===== config.mk =====
export PLATFORM = sky130hd
export DESIGN_NAME = lamp_request_arbiter
export DESIGN_NICKNAME = d
export VERILOG_FILES = /design/src/rtl/lamp_request_arbiter.sv
export SDC_FILE = /design/constraint.sdc
export NUM_CORES = 1
export LEC_CHECK = 0
export CAP_MARGIN = 5
export CORE_UTILIZATION = 40
export DETAILED_ROUTE_END_ITERATION = 6
export GPL_TIMING_DRIVEN = 0
export PLACE_DENSITY_LB_ADDON = 0.25
export SETUP_SLACK_MARGIN = 0.05
export SLEW_MARGIN = 20
export SYNTH_ARGS = -nofsm -noshare
export SYNTH_HDL_FRONTEND = slang
export SYNTH_SLANG_ARGS = --single-unit

===== constraint.sdc =====
create_clock -name clk -period 8.1 [get_ports clk]
set_clock_uncertainty 0.2 [all_clocks]
set_input_delay 1.215 -clock clk [delete_from_list [all_inputs] [get_ports clk]]
set_output_delay 1.215 -clock clk [all_outputs]
set_load 0.01 [all_outputs]

===== src/rtl/lamp_request_arbiter.sv =====
// Indicator lamp arbiter: resolves hazard/ESS, stalk and comfort-tap requests
// onto the left/right lamps with a single phase-coherent blink generator.
module lamp_request_arbiter #(
  parameter int unsigned HALF_PERIOD     = 25_000_000,
  parameter int unsigned CNT_W           = 25,
  parameter int unsigned COMFORT_FLASHES = 3
) (
  input  logic       clk,
  input  logic       rst,
  input  logic       sw_hazard,
  input  logic       ess_active,
  input  logic       turn_left,
  input  logic       turn_right,
  input  logic       tap_left,
  input  logic       tap_right,
  output logic       lamp_left,
  output logic       lamp_right,
  output logic       click,
  output logic [2:0] state_out
);

  localparam int unsigned FLASH_W = $clog2(COMFORT_FLASHES + 1);
  localparam logic [CNT_W-1:0]   PHASE_LAST = CNT_W'(HALF_PERIOD - 1);
  localparam logic [FLASH_W-1:0] FLASH_LAST = FLASH_W'(COMFORT_FLASHES - 1);
  localparam logic [FLASH_W-1:0] FLASH_MAX  = FLASH_W'(COMFORT_FLASHES);

  typedef enum logic [2:0] {
    IDLE   = 3'd0,
    TURN_L = 3'd1,
    TURN_R = 3'd2,
    COMF_L = 3'd3,
    COMF_R = 3'd4,
    HAZARD = 3'd5
  } state_t;

  state_t             state_q, state_d;
  logic [CNT_W-1:0]   phase_cnt_q, phase_cnt_d;
  logic               phase_on_q, phase_on_d;
  logic [FLASH_W-1:0] flash_cnt_q, flash_cnt_d;
  logic               lamp_left_d, lamp_right_d, click_d;

  logic haz, turn_l_ok, turn_r_ok, tap_l_ok, tap_r_ok;
  logic in_comf, wrap, on_fall;

  // State, phase and registered lamp outputs
  always_ff @(posedge clk or negedge rst) begin
    if (!rst) begin
      state_q     <= IDLE;
      phase_cnt_q <= '0;
      phase_on_q  <= 1'b0;
      flash_cnt_q <= '0;
      lamp_left   <= 1'b0;
      lamp_right  <= 1'b0;
      click       <= 1'b0;
    end else begin
      state_q     <= state_d;
      phase_cnt_q <= phase_cnt_d;
      phase_on_q  <= phase_on_d;
      flash_cnt_q <= flash_cnt_d;
      lamp_left   <= lamp_left_d;
      lamp_right  <= lamp_right_d;
      click       <= click_d;
    end
  end

  // Request arbitration, phase sequencing and comfort counting
  always_comb begin
    state_d      = state_q;
    phase_cnt_d  = phase_cnt_q;
    phase_on_d   = phase_on_q;
    flash_cnt_d  = flash_cnt_q;
    lamp_left_d  = 1'b0;
    lamp_right_d = 1'b0;
    click_d      = 1'b0;

    haz       = sw_hazard | ess_active;
    turn_l_ok = turn_left & ~turn_right;
    turn_r_ok = turn_right & ~turn_left;
    tap_l_ok  = tap_left & ~tap_right;
    tap_r_ok  = tap_right & ~tap_left;
    in_comf   = (state_q == COMF_L) || (state_q == COMF_R);
    wrap      = (phase_cnt_q == PHASE_LAST);
    on_fall   = wrap & phase_on_q;

    if (haz) begin
      state_d = HAZARD;
    end else if (turn_l_ok) begin
      state_d = TURN_L;
    end else if (turn_r_ok) begin
      state_d = TURN_R;
    end else if ((tap_l_ok || tap_r_ok) && (state_q != HAZARD)) begin
      state_d     = tap_l_ok ? COMF_L : COMF_R;
      flash_cnt_d = '0;
    end else if (in_comf) begin
      if (on_fall) begin
        if (flash_cnt_q == FLASH_LAST) begin
          state_d = IDLE;
        end else if (flash_cnt_q != FLASH_MAX) begin
          flash_cnt_d = flash_cnt_q + 1'b1;
        end
      end
    end else begin
      state_d = IDLE;
    end

    // Blink restarts only when leaving IDLE; active-to-active keeps the phase
    if (state_d == IDLE) begin
      phase_cnt_d = '0;
      phase_on_d  = 1'b0;
      flash_cnt_d = '0;
    end else if (state_q == IDLE) begin
      phase_cnt_d = '0;
      phase_on_d  = 1'b1;
    end else if (wrap) begin
      phase_cnt_d = '0;
      phase_on_d  = ~phase_on_q;
    end else begin
      phase_cnt_d = phase_cnt_q + 1'b1;
    end

    lamp_left_d  = phase_on_d &
                   ((state_d == TURN_L) || (state_d == COMF_L) || (state_d == HAZARD));
    lamp_right_d = phase_on_d &
                   ((state_d == TURN_R) || (state_d == COMF_R) || (state_d == HAZARD));
    click_d      = ~(lamp_left | lamp_right) & (lamp_left_d | lamp_right_d);
  end

  assign state_out = state_q;

endmodule


**After elaboration in Yosys (flattened, before gate mapping)**

Index checks and enable logic that the tools add are counted.
W data, S select, Z words.

- Flip-flop bits (word level): 34
- Input port bits: 8
- Output and inout bits: 6

- Add/subtract/negate cells: 2
- Equal/unequal tests: 15
- Muxes and demuxes: 23
- Bitwise logic cells: 17
- Reduce and logical (&&, ||, !) cells: 13

Operators with widths:

| kind | count |
|---|---|
| $mux W25 | 3 |
| $add A25 B1 Y25 const B | 1 |
| $eq A25 B25 Y1 const B | 1 |
| $mux W3 | 8 |
| $mux W2 | 9 |
| $eq A3 B2 Y1 const B | 3 |
| $eq A3 B3 Y1 const B | 3 |
| $reduce_bool A3 Y1 | 3 |
| $and A1 B1 Y1 | 8 |
| $reduce_and A7 Y1 | 1 |
| $logic_not A3 Y1 | 2 |
| $logic_or A1 B1 Y1 | 6 |
| $ne A2 B1 Y1 const B | 3 |
| $not A1 Y1 | 6 |
| $eq A3 B1 Y1 const B | 1 |
| $mux W1 | 3 |
| $ne A3 B2 Y1 const B | 1 |
| $ne A3 B3 Y1 const B | 1 |
| $or A1 B1 Y1 | 3 |
| $add A2 B1 Y2 const B | 1 |
| $eq A2 B2 Y1 const B | 1 |
| $ne A2 B2 Y1 const B | 1 |
| $logic_and A1 B1 Y1 | 1 |

**Longest topological paths before layout**

- Depth after elaboration: 14
- Mapped depth: 11

**Worst setup path after synthesis**

Ideal clock, no wire load.

- Path type: input -> register
- Start: input port tap_right
- End: register lamp_right
- Library setup time: 84 ps
- Arrival time: 2599 ps
- Slack: 5216 ps
- Stages on the path: 7
- Path through: inv_1 > ha_1 > a21boi_0 > a21oi_1 > o32a_1 > maj3_1 > a21boi_0

- Cells in the longest elaborated chain, start to end: 12
- Elaborated cells on any way between the ends: 18

Ends and longest elaborated chain:

| element | RTL line | RTL |
|---|---|---|
| from (decl) | 15 | `input logic tap_right,` |
| $not A1 Y1 | 79 | `tap_l_ok = tap_left & ~tap_right;` |
| $and A1 B1 Y1 | 79 |  |
| $logic_or A1 B1 Y1 | 91 | `end else if ((tap_l_ok \|\| tap_r_ok) && (state_q != HAZARD)) begin` |
| $logic_and A1 B1 Y1 | 91 |  |
| $mux W3 (*) | 91 |  |
| $mux W3 (*) | 89 | `end else if (turn_r_ok) begin` |
| $mux W3 (*) | 87 | `end else if (turn_l_ok) begin` |
| $mux W3 (*) | 85 | `if (haz) begin` |
| $eq A3 B2 Y1 / $eq A3 B3 Y1 (equally long branches) | 124 | `((state_d == TURN_R) \|\| (state_d == COMF_R) \|\| (state_d == HAZARD));` |
| $logic_or A1 B1 Y1 (2 in a row) | 124 |  |
| $and A1 B1 Y1 (*) | 123 | `lamp_right_d = phase_on_d &` |
| net lamp_right_d | 40 | `logic lamp_left_d, lamp_right_d, click_d;` |
| to (signal assigned) | 61 | `lamp_right <= lamp_right_d;` |
| to (decl) | 17 | `output logic lamp_right,` |

The timed path passes the listed nets; every way through them passes the cells marked *.
A chain may end at the register's enable or synchronous reset.

**Worst setup path after layout**

Same ends and word-level chain as after synthesis.

==> results.cfg <==
[logic_synthesis]
syn-cell-area_um2 = 1870
synth_warnings = 0
ys.flop_type = dfrtp_1
synthesis.nets = 206
netlist_instances = 193
synth_edf_count = 0
synth_cell_types = 38
ys_seq_area_frac = 0.455
ys_ff_latch = 34
async_flop_share = 1.00
syn_avg_cell_area_um2 = 9.70

[grt]
grt_pass1_vias = 1312
grt_overflow = 0
grt_max_degree = 23
grt_pass1_wl_um = 5920
antenna_found_initial = 0
grt_usage = 0.153

[sta]
slew_headroom = 0.497
setup_ws_ns = 4.87
holdWs_ns = 0.240
finalSetupTns_ns = 0
finalCritPeriodShare = 0.399
drv_slew = 0
rsz0062_at_grt = false
finalHoldViolCount = 0
min_period_ns = 3.23
worst_slew_pin_slew_ns = 0.748
fmax_mhz = 310
setup_viol = 0

[place]
hpwl_um = 2400
dp_cells = 259
gp_congestion = 0.843
io_buffers = 13
dp_slack_ns = 4.54
placedInstanceArea_um2 = 2090

[worst_setup_path]
cp.buffers_inverters = 2
crit_chain = clkdlybuf4s50_1 > inv_1 > ha_1 > a21boi_0 > a21oi_1 > o32a_1 > maj3_1 > a21boi_0
reg2reg_slack_ns = 5.04
rr_worst_depth = 11
critPathKind = in2reg
critPathMaxFanout = 6
worstPathArrival_ns = 3.23
startpoint = tap_right
critPathTopFamily = adder cells
crit_end = lamp_right$_DFF_PN0_
cp.required_ns = 8.10
r2r-end = phase_cnt_q[0]$_DFF_PN0_
reg2reg_from = phase_cnt_q[8]$_DFF_PN0_
end_kind = register
startpoint_type = input pin
critPathMaxStageDelay_ns = 0.45
critPathMostFrequentCell = a21boi_0
cp_slowest_cell = clkdlybuf4s50_1
cp.depth = 8

[route]
avgRoutedWirePerCell_um = 12.5
via_per_inst = 5.13
drc_errors = 0
wl_um = 3310
ant_nets = 0
vias = 1364
first_iter_violations = 58
drt-pass1-iter-count = 4

[floorplan]
coreArea_um2 = 4410
pin_count = 14
die_area_um2 = 4960
die_y_um = 70.4
chipWidth_um = 70.4
initial_core_util = 0.424
rows = 24

[clock_network]
clock-sinks = 34
clockBufferDepth = 2
htreeDepth = 2
post_cts_buffers = 0
clk_pin_slew_worst_paths_ns = 0.06
insertion_delay_ns = 0.29
hold_buffers = 0
ctsResizeCount = 0
cts_buffers = 5
cts_root_buf = clkbuf_8
cts_tree = yes

[layout]
instances_no_fill = 266
syn_to_final_growth_pct = 15.8
n_antenna_cell = 0
drive_gt1_frac = 0.131
finish.net_count = 227
final_area_um2 = 2170
finish.utilization = 0.491
final_cell_mix = dfrtp_1, nor2_1, xnor2_1
layout_commonest_cell = dfrtp_1

[power_and_ir_drop]
peakVddDrop_mv = 0.130
power.share.switching = 0.293
pwr-share-clk = 0.304
internal_power_mw = 0.277
comb_power_share = 0.170
p_total_mw = 0.392
power.leakage_nw = 0.927
power_density_nw_per_um2 = 181
power_frac_seq = 0.526
switchingPower_mw = 0.115

[job]
cap_violations = 0

[min_path]
holdPathStages = 1
hp-class = reg2reg

[outcome]
outcome = finished clean
[flip-flops by register name (all words and copies together), names as in the netlist]
signal       count
flash_cnt_q      2
lamp_right       1
phase_on_q       1
click            1
phase_cnt_q     25
lamp_left        1
state_out        3
[logic make-up after synthesis]
logic type,Yosys count,synth area share
buffers and inverters,17,0.0435
and+or+nand+nor,92,0.267
xor gates and xnor gates,23,0.108
adders and majority gates,6,0.0388
DFF,34,0.455
AOI/OAI and AO/OA,21,0.0882
[power by group through the flow]
stage | Clock, mW | Combinational, mW | Sequential, mW
6_report | 0.119 | 0.0664 | 0.206
5_1_grt | 0.129 | 0.0748 | 0.209
4_1_cts | 0.123 | 0.0675 | 0.206
3_5_place_dp | 0 | 0.0671 | 0.208
3_3_place_gp | 0 | 0.0650 | 0.208
2_1_floorplan | 0 | 0.0414 | 0.207
[layer usage]
| metal | up-vias | routed length (µm) | GRT usage |
|---|---|---|---|
| met5 | - | 0 | 0 |
| met4 | 0 | 46 | 0.0733 |
| met3 | 5 | 113 | 0.0361 |
| met2 | 21 | 1450 | 0.229 |
| met1 | 637 | 1700 | 0.209 |
| li1 | 701 | - | - |
[cells in the mapped netlist (all sizes together), types with 2 or more instances]
| library cell | instances | share of area |
|---|---|---|
| nand3 | 8 | 0.021 |
| or4 | 2 | 0.0080 |
| inv | 13 | 0.026 |
| o21ai | 3 | 0.0080 |
| dfrtp | 34 | 0.45 |
| nor4b | 2 | 0.0094 |
| xor2 | 8 | 0.037 |
| a21oi | 5 | 0.013 |
| nor4 | 6 | 0.030 |
| ha | 5 | 0.033 |
| nor3 | 8 | 0.021 |
| buf | 4 | 0.017 |
| a21boi | 4 | 0.016 |
| or3 | 2 | 0.0067 |
| and4 | 2 | 0.0094 |
| nand4 | 6 | 0.023 |
| nor2 | 37 | 0.086 |
| a211oi | 2 | 0.0080 |
| nor3b | 2 | 0.0080 |
| xnor2 | 15 | 0.070 |
| nand2 | 11 | 0.022 |
| nand2b | 3 | 0.010 |
[worst min path at each step]
stage                                         from                        to
final                          lamp_left$_DFF_PN0_           click$_DFF_PN0_
after global routing          lamp_right$_DFF_PN0_           click$_DFF_PN0_
after CTS                      lamp_left$_DFF_PN0_           click$_DFF_PN0_
after detailed placement       lamp_left$_DFF_PN0_           click$_DFF_PN0_
after global placement        lamp_right$_DFF_PN0_           click$_DFF_PN0_
after floorplan           phase_cnt_q[0]$_DFF_PN0_  phase_cnt_q[0]$_DFF_PN0_
[worst reg2reg max path, stage by stage, from the launching register on]
cell and delay (ns):
dfrtp_1 0.44, nor4b_1 0.32, nand2_1 0.10, nor4_2 0.34, ha_1 0.28, and2_1 0.21
o21ai_1 0.12, a221oi_2 0.36, or3_1 0.16, buf_2 0.18, buf_6 0.18, nor2_1 0.05
[area by class of cell]
class                           instances  area [µm²]
Buffer                                  4        32.5
Clock buffer                            5        68.8
Clock inverter                          2        10.0
Fill cell                             410        2250
Inverter                               13        48.8
Multi-Input combinational cell        142         940
Sequential cell                        34         851
Tap cell                               52        65.1
Timing Repair Buffer                   14         153
No activity file was read; power rests on OpenSTA's default activity.
